`config.mk`:
```
export PLATFORM = sky130hd
export DESIGN_NAME = acorn128_rx_verify
export DESIGN_NICKNAME = d
export VERILOG_FILES = /design/src/rtl/acorn128_rx_verify.sv
export SDC_FILE = /design/constraint.sdc
export NUM_CORES = 2
export LEC_CHECK = 0
export CORE_AREA = 4 4 643 645
export DETAILED_ROUTE_END_ITERATION = 12
export DIE_AREA = 0 0 647 649
export PLACE_DENSITY = 0.3
export SLEW_MARGIN = 20
export SYNTH_ARGS = -nofsm -noshare
export SYNTH_HDL_FRONTEND = slang
export SYNTH_SLANG_ARGS = --single-unit
```
`constraint.sdc`:
```
create_clock -name clk -period 5.52 [get_ports clk]
set_input_delay 0.828 -clock clk [delete_from_list [all_inputs] [get_ports clk]]
set_output_delay 0.828 -clock clk [all_outputs]
set_load 0.02 [all_outputs]
```
`src/rtl/acorn128_rx_verify.sv`:
```
// Receive-side ACORN-128 authenticated decryption controller: drives the core in
// decrypt mode, checks the tag and releases plaintext only on a match.
// Optional core watchdog enabled by defining ACORN_RX_TIMEOUT_EN.
module acorn128_rx_verify #(
  parameter int TIMEOUT_CYCLES = 4096
) (
  input  logic         clk,
  input  logic         rst,
  input  logic         in_valid,
  output logic         in_ready,
  input  logic [127:0] key_in,
  input  logic [127:0] iv_in,
  input  logic [127:0] associated_data_in,
  input  logic [127:0] ciphertext_in,
  input  logic [127:0] tag_in,
  input  logic [63:0]  data_length_in,
  output logic         out_valid,
  input  logic         out_ready,
  output logic [127:0] plaintext_out,
  output logic [1:0]   status_out,
  output logic         core_rst,
  output logic         core_start,
  output logic         core_encrypt,
  output logic [127:0] core_key,
  output logic [127:0] core_iv,
  output logic [127:0] core_ad,
  output logic [127:0] core_text,
  output logic [63:0]  core_len,
  input  logic         core_ready,
  input  logic [127:0] core_text_out,
  input  logic [127:0] core_tag_out
);

  typedef enum logic [2:0] {IDLE, CLEAR, RUN, CHECK, OUT} state_t;

  localparam logic [1:0] ST_OK       = 2'b01;
  localparam logic [1:0] ST_MISMATCH = 2'b10;

  state_t       state;
  logic         run_first;
  logic [127:0] tag_q;
  logic [127:0] cap_text;
  logic [127:0] cap_tag;
  logic         tag_bad;

`ifdef ACORN_RX_TIMEOUT_EN
  localparam logic [1:0]  ST_TIMEOUT    = 2'b11;
  localparam logic [31:0] TIMEOUT_LIMIT = 32'(TIMEOUT_CYCLES);
  logic [31:0] run_cnt;
`endif

  // Full-width XOR-reduce so every tag bit participates, with no early exit.
  assign tag_bad      = |(cap_tag ^ tag_q);
  assign in_ready     = (state == IDLE) && !rst;
  assign core_rst     = rst || (state == CLEAR);
  assign core_encrypt = 1'b0;

  always_ff @(posedge clk) begin
    if (rst) begin
      state         <= IDLE;
      run_first     <= 1'b0;
      core_start    <= 1'b0;
      out_valid     <= 1'b0;
      plaintext_out <= '0;
      status_out    <= 2'b00;
      core_key      <= '0;
      core_iv       <= '0;
      core_ad       <= '0;
      core_text     <= '0;
      core_len      <= '0;
      tag_q         <= '0;
      cap_text      <= '0;
      cap_tag       <= '0;
`ifdef ACORN_RX_TIMEOUT_EN
      run_cnt       <= '0;
`endif
    end else begin
      case (state)
        IDLE: begin
          if (in_valid) begin
            core_key  <= key_in;
            core_iv   <= iv_in;
            core_ad   <= associated_data_in;
            core_text <= ciphertext_in;
            core_len  <= data_length_in;
            tag_q     <= tag_in;
            state     <= CLEAR;
          end
        end
        CLEAR: begin
          core_start <= 1'b1;
          run_first  <= 1'b1;
`ifdef ACORN_RX_TIMEOUT_EN
          run_cnt    <= '0;
`endif
          state      <= RUN;
        end
        RUN: begin
          run_first <= 1'b0;
`ifdef ACORN_RX_TIMEOUT_EN
          run_cnt   <= run_cnt + 32'd1;
`endif
          // The first RUN cycle may still see ready left over from the previous packet.
          if (!run_first && core_ready) begin
            cap_text   <= core_text_out;
            cap_tag    <= core_tag_out;
            core_start <= 1'b0;
            state      <= CHECK;
          end
`ifdef ACORN_RX_TIMEOUT_EN
          else if (run_cnt == TIMEOUT_LIMIT) begin
            core_start    <= 1'b0;
            out_valid     <= 1'b1;
            plaintext_out <= '0;
            status_out    <= ST_TIMEOUT;
            state         <= OUT;
          end
`endif
        end
        CHECK: begin
          if (tag_bad) begin
            plaintext_out <= '0;
            status_out    <= ST_MISMATCH;
          end else begin
            plaintext_out <= cap_text;
            status_out    <= ST_OK;
          end
          out_valid <= 1'b1;
          state     <= OUT;
        end
        OUT: begin
          if (out_ready) begin
            // Scrub every packet-derived register so no plaintext outlives the packet.
            out_valid     <= 1'b0;
            plaintext_out <= '0;
            cap_text      <= '0;
            cap_tag       <= '0;
            tag_q         <= '0;
            core_key      <= '0;
            core_iv       <= '0;
            core_ad       <= '0;
            core_text     <= '0;
            core_len      <= '0;
            state         <= IDLE;
          end
        end
        default: state <= IDLE;
      endcase
    end
  end

endmodule

```
==> summary.txt <==
Timing
  • Final period util: 65.1%
  • Setup ws final: 1.93 ns
  • Max Transition Viols Final: 0
  • Slew @ Worst Pin: 1.17 ns
  • RSZ-0062 raised after global routing: false
  • Final setup vio count: 0
  • Min Tclk post-route: 3.59 ns
  • Final Hold Vio Count: 0
  • Setup_tns: 0 ns
  • Worst slew margin: 21.8%
  • Clock skew: 0.0974 ns
  • Max frequency: 0.278 GHz

Cells and area
  • Final Cell Area: 0.0652 mm²
  • Share of cells above drive strength 1: 5.74%
  • Final core utilization: 16.0%
  • Area Growth Syn to Fin: 76.1%
  • Fin nets: 6196

Clock tree
  • CTS root buf: clkbuf_16
  • Post-CTS sizing: 0
  • Worst-path clk slew: 0.06 ns
  • Post-CTS setup buffers: 0
  • CTS tree: built
  • Clock Sinks: 1096
  • CTS max path bufs: 4
  • CTS Hold Buffers Added: 0
  • CTS HTree Levels: 4
  • Total CTS buffers: 162
  • Worst skew pair latency: 0.88 ns

Route
  • DRT Wirelength: 327000 µm
  • Vias: 37351
  • Vias/cell: 3.44
  • ANT nets after route: 0
  • Violation count after the first detailed-routing iteration: 2708
  • Routed wire per std cell: 30.1 µm
  • Drt first pass iters: 8
  • Drt drc: 0

Min path
  • Hold Crit Class: primary input to flop

Synthesis
  • Top cells by area, synth: dfxtp_1 (59%), a22oi_1 (19%), nor2_1 (9.8%), xnor2_1 (3.0%), a22o_1 (2.7%)
  • Cells after Synth: 3708
  • Synth Area in Adders: 0%
  • Main combinational cell family by area after synthesis: compound AO/OA/AOI/OAI gates
  • Dominant synthesized flop cell: dfxtp_1
  • Async SR Flop Fraction: 0%
  • Synth area leader: dfxtp_1
  • Flops & latches, synth: 1096
  • Synth Area in Compound Gates: 22.7%
  • Count of yosys warnings during synthesis: 0
  • Post-synthesis mux area share: 0.0541%
  • Xor and xnor area share after synthesis: 3.05%
  • Syn avg cell area: 9.98 µm²
  • Number of flops mapped to enable cells by yosys: 0
  • Post-Synth Simple-Gate Area: 10.9%
  • Sequential share of the synthesized area: 59.3%
  • Yosys top cell area share: 59.3%
  • Syn_nets: 4673
  • Cell Area, Synth: 0.0370 mm²
  • Yosys cell types: 34

Pwr
  • Leakage power: 22.4 nW
  • Worst vdd ir: 0.231 mV
  • Total power: 23.6 mW
  • P per Cell Area: 361 mW/mm²

Worst setup path
  • Crit Path Max Fanout: 15
  • Critical Setup Path Class: flop to output port
  • WP data arrival: 2.77 ns
  • Startpoint Class: flop
  • Crit. End Element: output port
  • CP required: 4.69 ns

Placed design
  • DP Wirelength: 264000 µm
  • Gpl congestion: 0.871
  • Dpl cell area: 0.0597 mm²
  • IO Port Bufs: 1674
  • Worst slack at placement: 2.05 ns

Die
  • Die area: 0.420 mm²
  • Rows: 235
  • Ports: 1676
  • Core area: 0.408 mm²
  • Die H: 649 µm
  • Die X: 647 µm
  • Initial core utilization: 9.07%

Global route
  • First-pass GRT wire length: 413000 µm
  • Gr usage total: 14.9%
  • GRT overflow: 0
  • Initial antenna violation count: 229
  • Largest net degree at the start of global routing: 170
  • Vias in the first global route: 36760

Run status
  • Status: complete, no violations

Run
  • Max Cap Viol: 0
[metrics by stage]
stage / hold slack (ns) / cells
floorplan: 0.443 / 3708
global placement: 0.445 / 10518
detailed placement: 0.455 / 10518
CTS: 0.158 / 10803
global route: 0.215 / 10837
finish: 0.266 / 10853
[synth_stat cells, types with 2 or more instances]
master,instances
a21oi_1,5
a22o_1,115
a22o_2,13
a22oi_1,960
buf_1,9
buf_2,63
buf_4,5
buf_6,7
clkbuf_1,265
clkbuf_8,3
dfxtp_1,1096
mux2i_1,2
nand2_1,5
nand2b_1,2
nand3_1,2
nand4_1,32
nor2_1,963
nor2b_1,2
nor3_1,5
nor3b_1,2
nor4_1,9
o21ai_0,3
or3_1,2
xnor2_1,127
xor2_1,2
[power by group]
| part | leakage, nW | switching [mW] | internal [mW] |
|---|---|---|---|
| Sequential | 8.94 | 0.390 | 8.41 |
| Clock | 2.62 | 4.40 | 6.30 |
| Combinational | 10.8 | 2.34 | 1.74 |
[cells by family after synthesis]
logic type                count (synthesis)
muxes                                     2
DFF                                    1096
buffers and inverters                   353
and+or+nand+nor                        1029
other                                     1
xor gates and xnor gates                129
AOI/OAI and AO/OA                      1098
[cells in the final DEF (no fill, tap or decap), types with 3 or more instances in the layout]
master | synthesis | routed
a21oi_1 | 5 | 5
a22o_1 | 115 | 115
a22o_2 | 13 | 13
a22oi_1 | 960 | 960
buf_12 | 0 | 24
buf_4 | 5 | 13
bufinv_16 | 0 | 6
clkbuf_1 | 265 | 36
clkbuf_16 | 0 | 164
clkbuf_8 | 3 | 39
clkdlybuf4s50_1 | 0 | 1673
clkinv_16 | 0 | 4
clkinv_2 | 0 | 19
clkinv_4 | 0 | 4
clkinvlp_4 | 0 | 5
dfxtp_1 | 1096 | 1096
diode_2 | 0 | 50
inv_16 | 0 | 3
inv_6 | 0 | 3
nand2_1 | 5 | 5
nand4_1 | 32 | 32
nor2_1 | 963 | 962
nor3_1 | 5 | 5
nor4_1 | 9 | 9
o21ai_0 | 3 | 3
xnor2_1 | 127 | 127
[routing by layer]
| metal | global-route usage [%] | share of wire [%] | vias to the layer above |
|---|---|---|---|
| met5 | 0 | 0.032 | - |
| met3 | 7.03 | 11 | 608 |
| li1 | - | - | 16461 |
| met2 | 26.5 | 50 | 1795 |
| met4 | 4.48 | 3.5 | 16 |
| met1 | 15.5 | 35 | 18471 |
[state kept, by name (all words and copies together) (netlist names)]
signal and flops:
cap_tag 128, cap_text 128, core_ad 128, core_iv 128, core_key 128, core_text 128, plaintext_out 128, tag_q 128
core_len 64, state 3, status_out 2, core_start 1, out_valid 1, run_first 1
[worst paths after layout]
check,slack (ns),to,cells after the start,startpoint
worst max-delay path,1.93,core_rst,3,state[0]
worst min-delay path,0.27,core_ad[127],2,rst
worst max register to register,2.04,plaintext_out[47],7,cap_tag[20]
worst min register to register,0.46,plaintext_out[106],1,cap_text[106]
[layout make-up]
cell class | instances | area, µm²
antenna | 50 | 125
clock buffer | 239 | 4780
clock inverter | 46 | 587
fill | 45883 | 343000
inverter | 1 | 3.75
multi-input combinational | 2259 | 13600
sequential | 1096 | 21900
tap | 5451 | 6820
timing repair buffer | 1711 | 17300
[critical path, stage by stage, from the launching register on]
cell and delay (ns):
dfxtp_1 0.71, nand2_1 0.15, nand2b_1 0.12, clkdlybuf4s50_1 0.88
No activity file was read; power rests on OpenSTA's default activity.
